**src/rtl/dds_multi_ch.sv**
```systemverilog
// Multi-channel DDS engine: SPI-written shadow registers, global commit, per-channel phase accumulator,
// sine/square/triangle/saw with amplitude scaling. Define DDS_PHASE_SYNC_EN to clear all accumulators on commit.
module dds_multi_ch #(
  parameter int NUM_CH   = 2,
  parameter int ACC_W    = 32,
  parameter int LUT_AW   = 8,
  parameter int OUT_W    = 14,
  parameter int FTW_MULT = 43
) (
  input  logic                     clk,
  input  logic                     rst,
  input  logic                     cmd_done,
  input  logic [7:0]               cmd,
  input  logic                     data_done,
  input  logic [31:0]              data,
  output logic [NUM_CH*LUT_AW-1:0] rom_addr,
  input  logic [NUM_CH*OUT_W-1:0]  rom_q,
  output logic [NUM_CH*OUT_W-1:0]  wave_out,
  output logic [NUM_CH-1:0]        ch_active,
  output logic                     cmd_err
);

  localparam logic [OUT_W-1:0] MID     = {1'b1, {(OUT_W-1){1'b0}}};
  localparam logic [8:0]       AMP_MAX = 9'd256;

  logic [7:0]       cur_cmd_r;
  logic [ACC_W-1:0] ftw_sh_r  [NUM_CH];
  logic [ACC_W-1:0] ph_sh_r   [NUM_CH];
  logic [1:0]       mode_sh_r [NUM_CH];
  logic [8:0]       amp_sh_r  [NUM_CH];
  logic [NUM_CH-1:0] en_sh_r;
  logic [ACC_W-1:0] ftw_lv_r  [NUM_CH];
  logic [ACC_W-1:0] ph_lv_r   [NUM_CH];
  logic [1:0]       mode_lv_r [NUM_CH];
  logic [8:0]       amp_lv_r  [NUM_CH];
  logic [NUM_CH-1:0] en_lv_r;
  logic [ACC_W-1:0] acc_r     [NUM_CH];

  logic [NUM_CH*LUT_AW-1:0] rom_addr_r;
  logic [OUT_W-1:0] s1_r [NUM_CH];
  logic [1:0]       mode1_r [NUM_CH];
  logic [8:0]       amp1_r [NUM_CH];
  logic [NUM_CH-1:0] en1_r;
  logic [OUT_W-1:0] s2_r [NUM_CH];
  logic [1:0]       mode2_r [NUM_CH];
  logic [8:0]       amp2_r [NUM_CH];
  logic [NUM_CH-1:0] en2_r;
  logic [NUM_CH*OUT_W-1:0] wave_r;
  logic [NUM_CH-1:0] ch_active_r;
  logic             cmd_err_r;

  logic [3:0]       reg_id_s;
  logic [3:0]       ch_sel_s;
  logic             wr_s;
  logic             commit_s;
  logic             err_s;
  logic [ACC_W-1:0] ftw_raw_s;
  logic [ACC_W-1:0] ftw_hz_s;
  logic [8:0]       amp_wr_s;
  logic [OUT_W-1:0] top_s  [NUM_CH];
  logic [OUT_W-1:0] raw_s  [NUM_CH];
  logic signed [OUT_W:0]    diff_s [NUM_CH];
  logic signed [OUT_W+10:0] prod_s [NUM_CH];
  logic [OUT_W-1:0] wave_nx_s [NUM_CH];

  assign reg_id_s  = cur_cmd_r[7:4];
  assign ch_sel_s  = cur_cmd_r[3:0];
  assign ftw_raw_s = ACC_W'(data);
  assign ftw_hz_s  = ACC_W'(64'(data) * 64'(FTW_MULT));
  assign amp_wr_s  = (data > 32'd256) ? AMP_MAX : data[8:0];

  // Decode the data strobe against the latched command
  always_comb begin
    wr_s     = 1'b0;
    commit_s = 1'b0;
    err_s    = 1'b0;
    if (data_done) begin
      case (reg_id_s)
        4'd0, 4'd1, 4'd2, 4'd3, 4'd4, 4'd5: begin
          if (int'(ch_sel_s) < NUM_CH) wr_s = 1'b1;
          else                         err_s = 1'b1;
        end
        4'd15:   commit_s = 1'b1;
        default: err_s = 1'b1;
      endcase
    end else begin
      wr_s     = 1'b0;
      commit_s = 1'b0;
      err_s    = 1'b0;
    end
  end

  // Command latch, shadow/live register file and phase accumulators
  always_ff @(posedge clk) begin
    if (rst) begin
      cur_cmd_r <= 8'd0;
      cmd_err_r <= 1'b0;
      en_sh_r   <= '0;
      en_lv_r   <= '0;
      for (int n = 0; n < NUM_CH; n++) begin
        ftw_sh_r[n]  <= '0;
        ph_sh_r[n]   <= '0;
        mode_sh_r[n] <= 2'd0;
        amp_sh_r[n]  <= 9'd0;
        ftw_lv_r[n]  <= '0;
        ph_lv_r[n]   <= '0;
        mode_lv_r[n] <= 2'd0;
        amp_lv_r[n]  <= 9'd0;
        acc_r[n]     <= '0;
      end
    end else begin
      cmd_err_r <= err_s;
      // Data uses the command latched before this cycle, so a simultaneous cmd_done only affects later writes
      if (cmd_done) cur_cmd_r <= cmd;
      for (int n = 0; n < NUM_CH; n++) begin
        if (wr_s && (int'(ch_sel_s) == n)) begin
          case (reg_id_s)
            4'd0:    ftw_sh_r[n]  <= ftw_raw_s;
            4'd1:    ftw_sh_r[n]  <= ftw_hz_s;
            4'd2:    ph_sh_r[n]   <= ftw_raw_s;
            4'd3:    mode_sh_r[n] <= data[1:0];
            4'd4:    amp_sh_r[n]  <= amp_wr_s;
            4'd5:    en_sh_r[n]   <= data[0];
            default: ;
          endcase
        end
        if (commit_s) begin
          ftw_lv_r[n]  <= ftw_sh_r[n];
          ph_lv_r[n]   <= ph_sh_r[n];
          mode_lv_r[n] <= mode_sh_r[n];
          amp_lv_r[n]  <= amp_sh_r[n];
          en_lv_r[n]   <= en_sh_r[n];
        end
`ifdef DDS_PHASE_SYNC_EN
        if (commit_s)        acc_r[n] <= '0;
        else if (en_lv_r[n]) acc_r[n] <= acc_r[n] + ftw_lv_r[n];
`else
        if (en_lv_r[n])      acc_r[n] <= acc_r[n] + ftw_lv_r[n];
`endif
      end
    end
  end

  // Top bits of the offset phase feed both the ROM address and the computed waveforms
  always_comb begin
    for (int n = 0; n < NUM_CH; n++) begin
      top_s[n] = OUT_W'((acc_r[n] + ph_lv_r[n]) >> (ACC_W - OUT_W));
    end
  end

  // Raw waveform select and signed amplitude scaling around mid-scale
  always_comb begin
    for (int n = 0; n < NUM_CH; n++) begin
      raw_s[n] = s2_r[n];
      case (mode2_r[n])
        2'd0:    raw_s[n] = rom_q[n*OUT_W +: OUT_W];
        2'd1:    raw_s[n] = s2_r[n][OUT_W-1] ? {OUT_W{1'b1}} : {OUT_W{1'b0}};
        2'd2:    raw_s[n] = s2_r[n][OUT_W-1] ? ~{s2_r[n][OUT_W-2:0], 1'b0} : {s2_r[n][OUT_W-2:0], 1'b0};
        2'd3:    raw_s[n] = s2_r[n];
        default: raw_s[n] = s2_r[n];
      endcase
      diff_s[n] = $signed({1'b0, raw_s[n]}) - $signed({1'b0, MID});
      prod_s[n] = (OUT_W+11)'(diff_s[n]) * (OUT_W+11)'($signed({1'b0, amp2_r[n]}));
      if (en2_r[n]) wave_nx_s[n] = OUT_W'(prod_s[n] >>> 8) + MID;
      else          wave_nx_s[n] = MID;
    end
  end

  // Three-stage output pipeline aligned with the external ROM read latency
  always_ff @(posedge clk) begin
    if (rst) begin
      rom_addr_r  <= '0;
      en1_r       <= '0;
      en2_r       <= '0;
      ch_active_r <= '0;
      wave_r      <= {NUM_CH{MID}};
      for (int n = 0; n < NUM_CH; n++) begin
        s1_r[n]    <= '0;
        mode1_r[n] <= 2'd0;
        amp1_r[n]  <= 9'd0;
        s2_r[n]    <= '0;
        mode2_r[n] <= 2'd0;
        amp2_r[n]  <= 9'd0;
      end
    end else begin
      ch_active_r <= en_lv_r;
      en1_r       <= en_lv_r;
      en2_r       <= en1_r;
      for (int n = 0; n < NUM_CH; n++) begin
        rom_addr_r[n*LUT_AW +: LUT_AW] <= top_s[n][OUT_W-1 -: LUT_AW];
        s1_r[n]    <= top_s[n];
        mode1_r[n] <= mode_lv_r[n];
        amp1_r[n]  <= amp_lv_r[n];
        s2_r[n]    <= s1_r[n];
        mode2_r[n] <= mode1_r[n];
        amp2_r[n]  <= amp1_r[n];
        wave_r[n*OUT_W +: OUT_W] <= wave_nx_s[n];
      end
    end
  end

  assign rom_addr  = rom_addr_r;
  assign wave_out  = wave_r;
  assign ch_active = ch_active_r;
  assign cmd_err   = cmd_err_r;

endmodule

```
**config.mk**
```make
export PLATFORM = sky130hd
export DESIGN_NAME = dds_multi_ch
export DESIGN_NICKNAME = d
export VERILOG_FILES = /design/src/rtl/dds_multi_ch.sv
export SDC_FILE = /design/constraint.sdc
export NUM_CORES = 2
export LEC_CHECK = 0
export BUFFER_PORTS_ARGS = -buffer_cell sky130_fd_sc_hd__buf_2
export CAP_MARGIN = 20
export CORE_MARGIN = 2
export CORE_UTILIZATION = 52
export CTS_CLUSTER_DIAMETER = 60
export DETAILED_ROUTE_END_ITERATION = 16
export GPL_TIMING_DRIVEN = 0
export PLACE_DENSITY_LB_ADDON = 0.05
export SKIP_CTS_REPAIR_TIMING = 1
export SYNTH_ARGS = -nofsm -noshare
export SYNTH_HDL_FRONTEND = slang
export SYNTH_SLANG_ARGS = --single-unit
```
**constraint.sdc**
```tcl
create_clock -name clk -period 7.8 [get_ports clk]
set_clock_uncertainty 0.2 [all_clocks]
set_input_delay 1.95 -clock clk [delete_from_list [all_inputs] [get_ports clk]]
set_output_delay 1.95 -clock clk [all_outputs]
set_load 0.02 [all_outputs]
```
==> impl_metrics.csv <==
group,metric,value,unit
synthesis,synth_xor_area_share,3.72,%
global_route,use_met3,3.64,%
global_route,grt_pass1_vias,25500,
worst_setup_path,crit_required,8090,ps
power_and_ir_drop,irDropWorstVdd,0.172,mV
timing,setup_tns,0,ps
drt,drt-total-wl,94100,um
global_route,grt_usage,26.9,%
timing,hold_slack,218,ps
synthesis,synth_top_family_by_area,"adder cells",
drt,wire_per_inst,20.8,um
placed_design,portBuffers,117,
synthesis,syn_avg_cell_area,10.6,um^2
layout,fillerInstances,5840,
min_path,hold_path.class,"flip-flop to flip-flop",
drt,firstDrtPassIters,5,
layout,fin_util,58.7,%
clock_network,clock_latency,650,ps
layout,area_growth,12.0,%
synthesis,yosys.area_share.simple,15.1,%
drt,drt-initial-drc-count,1895,
power_and_ir_drop,power,8.03,mW
synthesis,synth.most_common_cell,"inv_1",
worst_setup_path,cp.arrival,7870,ps
timing,tightest_slew,1100,ps
worst_setup_path,cp_max_fo,9,
layout,final_nets,4244,
power_and_ir_drop,p_comb_share,24.0,%
power_and_ir_drop,p_sw,2.50,mW
synthesis,synth_compound_area_share,9.57,%
floorplanning,io_pins,119,
worst_setup_path,end_kind,"flip-flop",
drt,drc,0,
clock_network,clkSinkCount,509,
worst_setup_path,cpPeakStageDelay,530,ps
outcome,outcome,"finished, final reports clean",
synthesis,async_flop_share,0,%
timing,fin_crit_sh,97.2,%
layout,drive_gt1_share,9.19,%
worst_setup_path,cp-start-kind,"primary input",
floorplanning,rows,96,
synthesis,yosys-mux-area-fraction,1.23,%
layout,fin_area,40100,um^2
clock_network,htree_levels,2,
synthesis,synth_fa_ha_area_share,25.6,%
synthesis,synth_cell_types,92,
global_route,grt_max_degree,77,
global_route,grt_pass1_wl,145000,um
clock_network,cts.root.buffer_cell,"clkbuf_16",
timing,hold_viol,0,
timing,timing.final.setup_violations,0,
power_and_ir_drop,p_clk_share,37.9,%
floorplanning,die_x,266,um
synthesis,synth_flop_cell,"edfxtp_1",
drt,ant_nets,0,
synthesis,ys_seq_area_share,38.6,%
floorplanning,core,68300,um^2
floorplanning,initial_core_util,52.4,%
synthesis,ys_ff_latch,509,
worst_setup_path,critical_path_class,"primary input to flip-flop",
global_route,top_usage_layer,"met2",
clock_network,cts_buffers,59,
worst_setup_path,slowest_stage,"fa_1",
synthesis,ys_warn_count,0,
synthesis,synth_area_leaders,"edfxtp_1 (31%), fa_1 (14%), ha_1 (11%)",
timing,min_period,7580,ps
placed_design,place_congestion,0.958,
synthesis,synth_common_cells,"inv_1 (443), edfxtp_1 (364), ha_1 (324), and2_1 (295), fa_1 (255)",
global_route,use_met1,34.2,%
placed_design,dpl.hpwl,74900,um
timing,max_slew_margin,25.8,%
power_and_ir_drop,seqPwrFrac,38.0,%
global_route,grt_overflow,0,
synthesis,synth_fp_nets,4046,
run,cap_violations,0,
drt,dr_total_vias,25200,
synthesis,synth_largest_area_cell,"edfxtp_1",
synthesis,synth-edff-count,364,
power_and_ir_drop,swShare,31.1,%
drt,viasPerCell,5.57,
clock_network,clk_path_buf_depth,3,
clock_network,cts_tree,"built",
power_and_ir_drop,internal_power,5.53,mW
synthesis,syn-cell-area,35800,um^2
power_and_ir_drop,p_leak,18.2,nW
timing,rsz0062_at_grt,"false",
timing,slew_viol_final,0,
power_and_ir_drop,powerDensity,200,nW/um^2
synthesis,syn_inst,3395,
global_route,antenna_found_initial,7,
synthesis,synth_top_area_share,30.5,%
placed_design,place_area,37800,um^2
global_route,grt_util_met2,46.3,%
clock_network,clkTransAtPathRegs,60,ps
floorplanning,die_area,71000,um^2
timing,fmax,0.132,GHz
floorplanning,die_h,266,um
-- worst max-delay path: cells and delay by family --
family,cells,cell delay (ps)
fa+ha+maj,6,2790
compound gates,10,2430
buf+inv,6,330
simple gates,3,220
xor+xnor,1,150
-- cells in the final DEF, fill, tap and decap left out, types with 110 or more instances in the layout --
master	instances
inv_1	442
buf_2	130
fa_1	255
nand2_1	226
nor2_1	184
and2_1	295
edfxtp_1	364
ha_1	324
dfxtp_1	145
a21oi_1	110
o21ai_0	122
-- flip-flops by register name, indices dropped and copies added, names as in the netlist --
signal and flops:
amp_lv_r 18, ftw_lv_r 64, en_sh_r 2, mode2_r 4, acc_r 64, mode1_r 4
en_lv_r 2, ph_lv_r 64, mode_sh_r 4, rom_addr 16, cur_cmd_r 8, s1_r 12
amp_sh_r 18, s2_r 28, ph_sh_r 64, en2_r 2, amp1_r 18, amp2_r 18
cmd_err 1, wave_out 28, ftw_sh_r 64, ch_active 2, mode_lv_r 4
-- power by group through the flow --
stage | registers [mW] | clock network (mW) | logic, mW
3_3_place_gp | 3.12 | 0 | 1.84
6_report | 3.05 | 3.05 | 1.93
5_1_grt | 3.06 | 3.20 | 2.13
3_5_place_dp | 3.11 | 0 | 1.89
4_1_cts | 3.05 | 3.10 | 1.91
2_1_floorplan | 3.09 | 0 | 1.32
-- stage by stage --
step                setup WS (ps)  cells
global placement             -842   4394
global route                 54.4   4526
finish                        219   4527
CTS                          -283   4523
detailed placement           -950   4411
floorplan                     110   3395
-- cell type report --
cell class / count / area [um^2] / area share (%)
repair buffers: 137 / 818 / 2.04
diodes: 1 / 2.50 / 0.00624
well taps: 882 / 1100 / 2.75
clock buffers: 72 / 1630 / 4.06
inverters: 443 / 1670 / 4.16
flip-flops and latches: 509 / 13800 / 34.5
clock inverters: 40 / 582 / 1.45
multi-input cells: 2317 / 19900 / 49.7
plain buffers: 126 / 547 / 1.36
-- cell families (layout without fill, tap and decap cells) --
kind of cell    Yosys count  count (layout)
simple gates           1040            1040
fa+ha+maj               579             579
buf+inv                 569             818
compound gates          517             517
flops                   509             509
xor+xnor                152             152
mux                      29              29
other cells               0               1
-- metal layers --
| metal | vias up | part of all wire (%) |
|---|---|---|
| met5 | - | 0.054 |
| met4 | 8 | 4.5 |
| met3 | 203 | 5.1 |
| met2 | 760 | 49 |
| met1 | 12300 | 42 |
| li1 | 11900 | - |
-- path summary, 6_finish.rpt --
kind,start,to,slack (ps),cells after the start
max,rom_q[6],wave_out[12]$_SDFF_PP0_,220,26
min reg2reg,en2_r[1]$_SDFF_PP0_,wave_out[27]$_SDFF_PP1_,220,1
min,en2_r[1]$_SDFF_PP0_,wave_out[27]$_SDFF_PP1_,220,1
max reg2reg,s2_r[0][13]$_SDFF_PP0_,wave_out[12]$_SDFF_PP0_,580,23
Power figures use the tool's default switching activity.
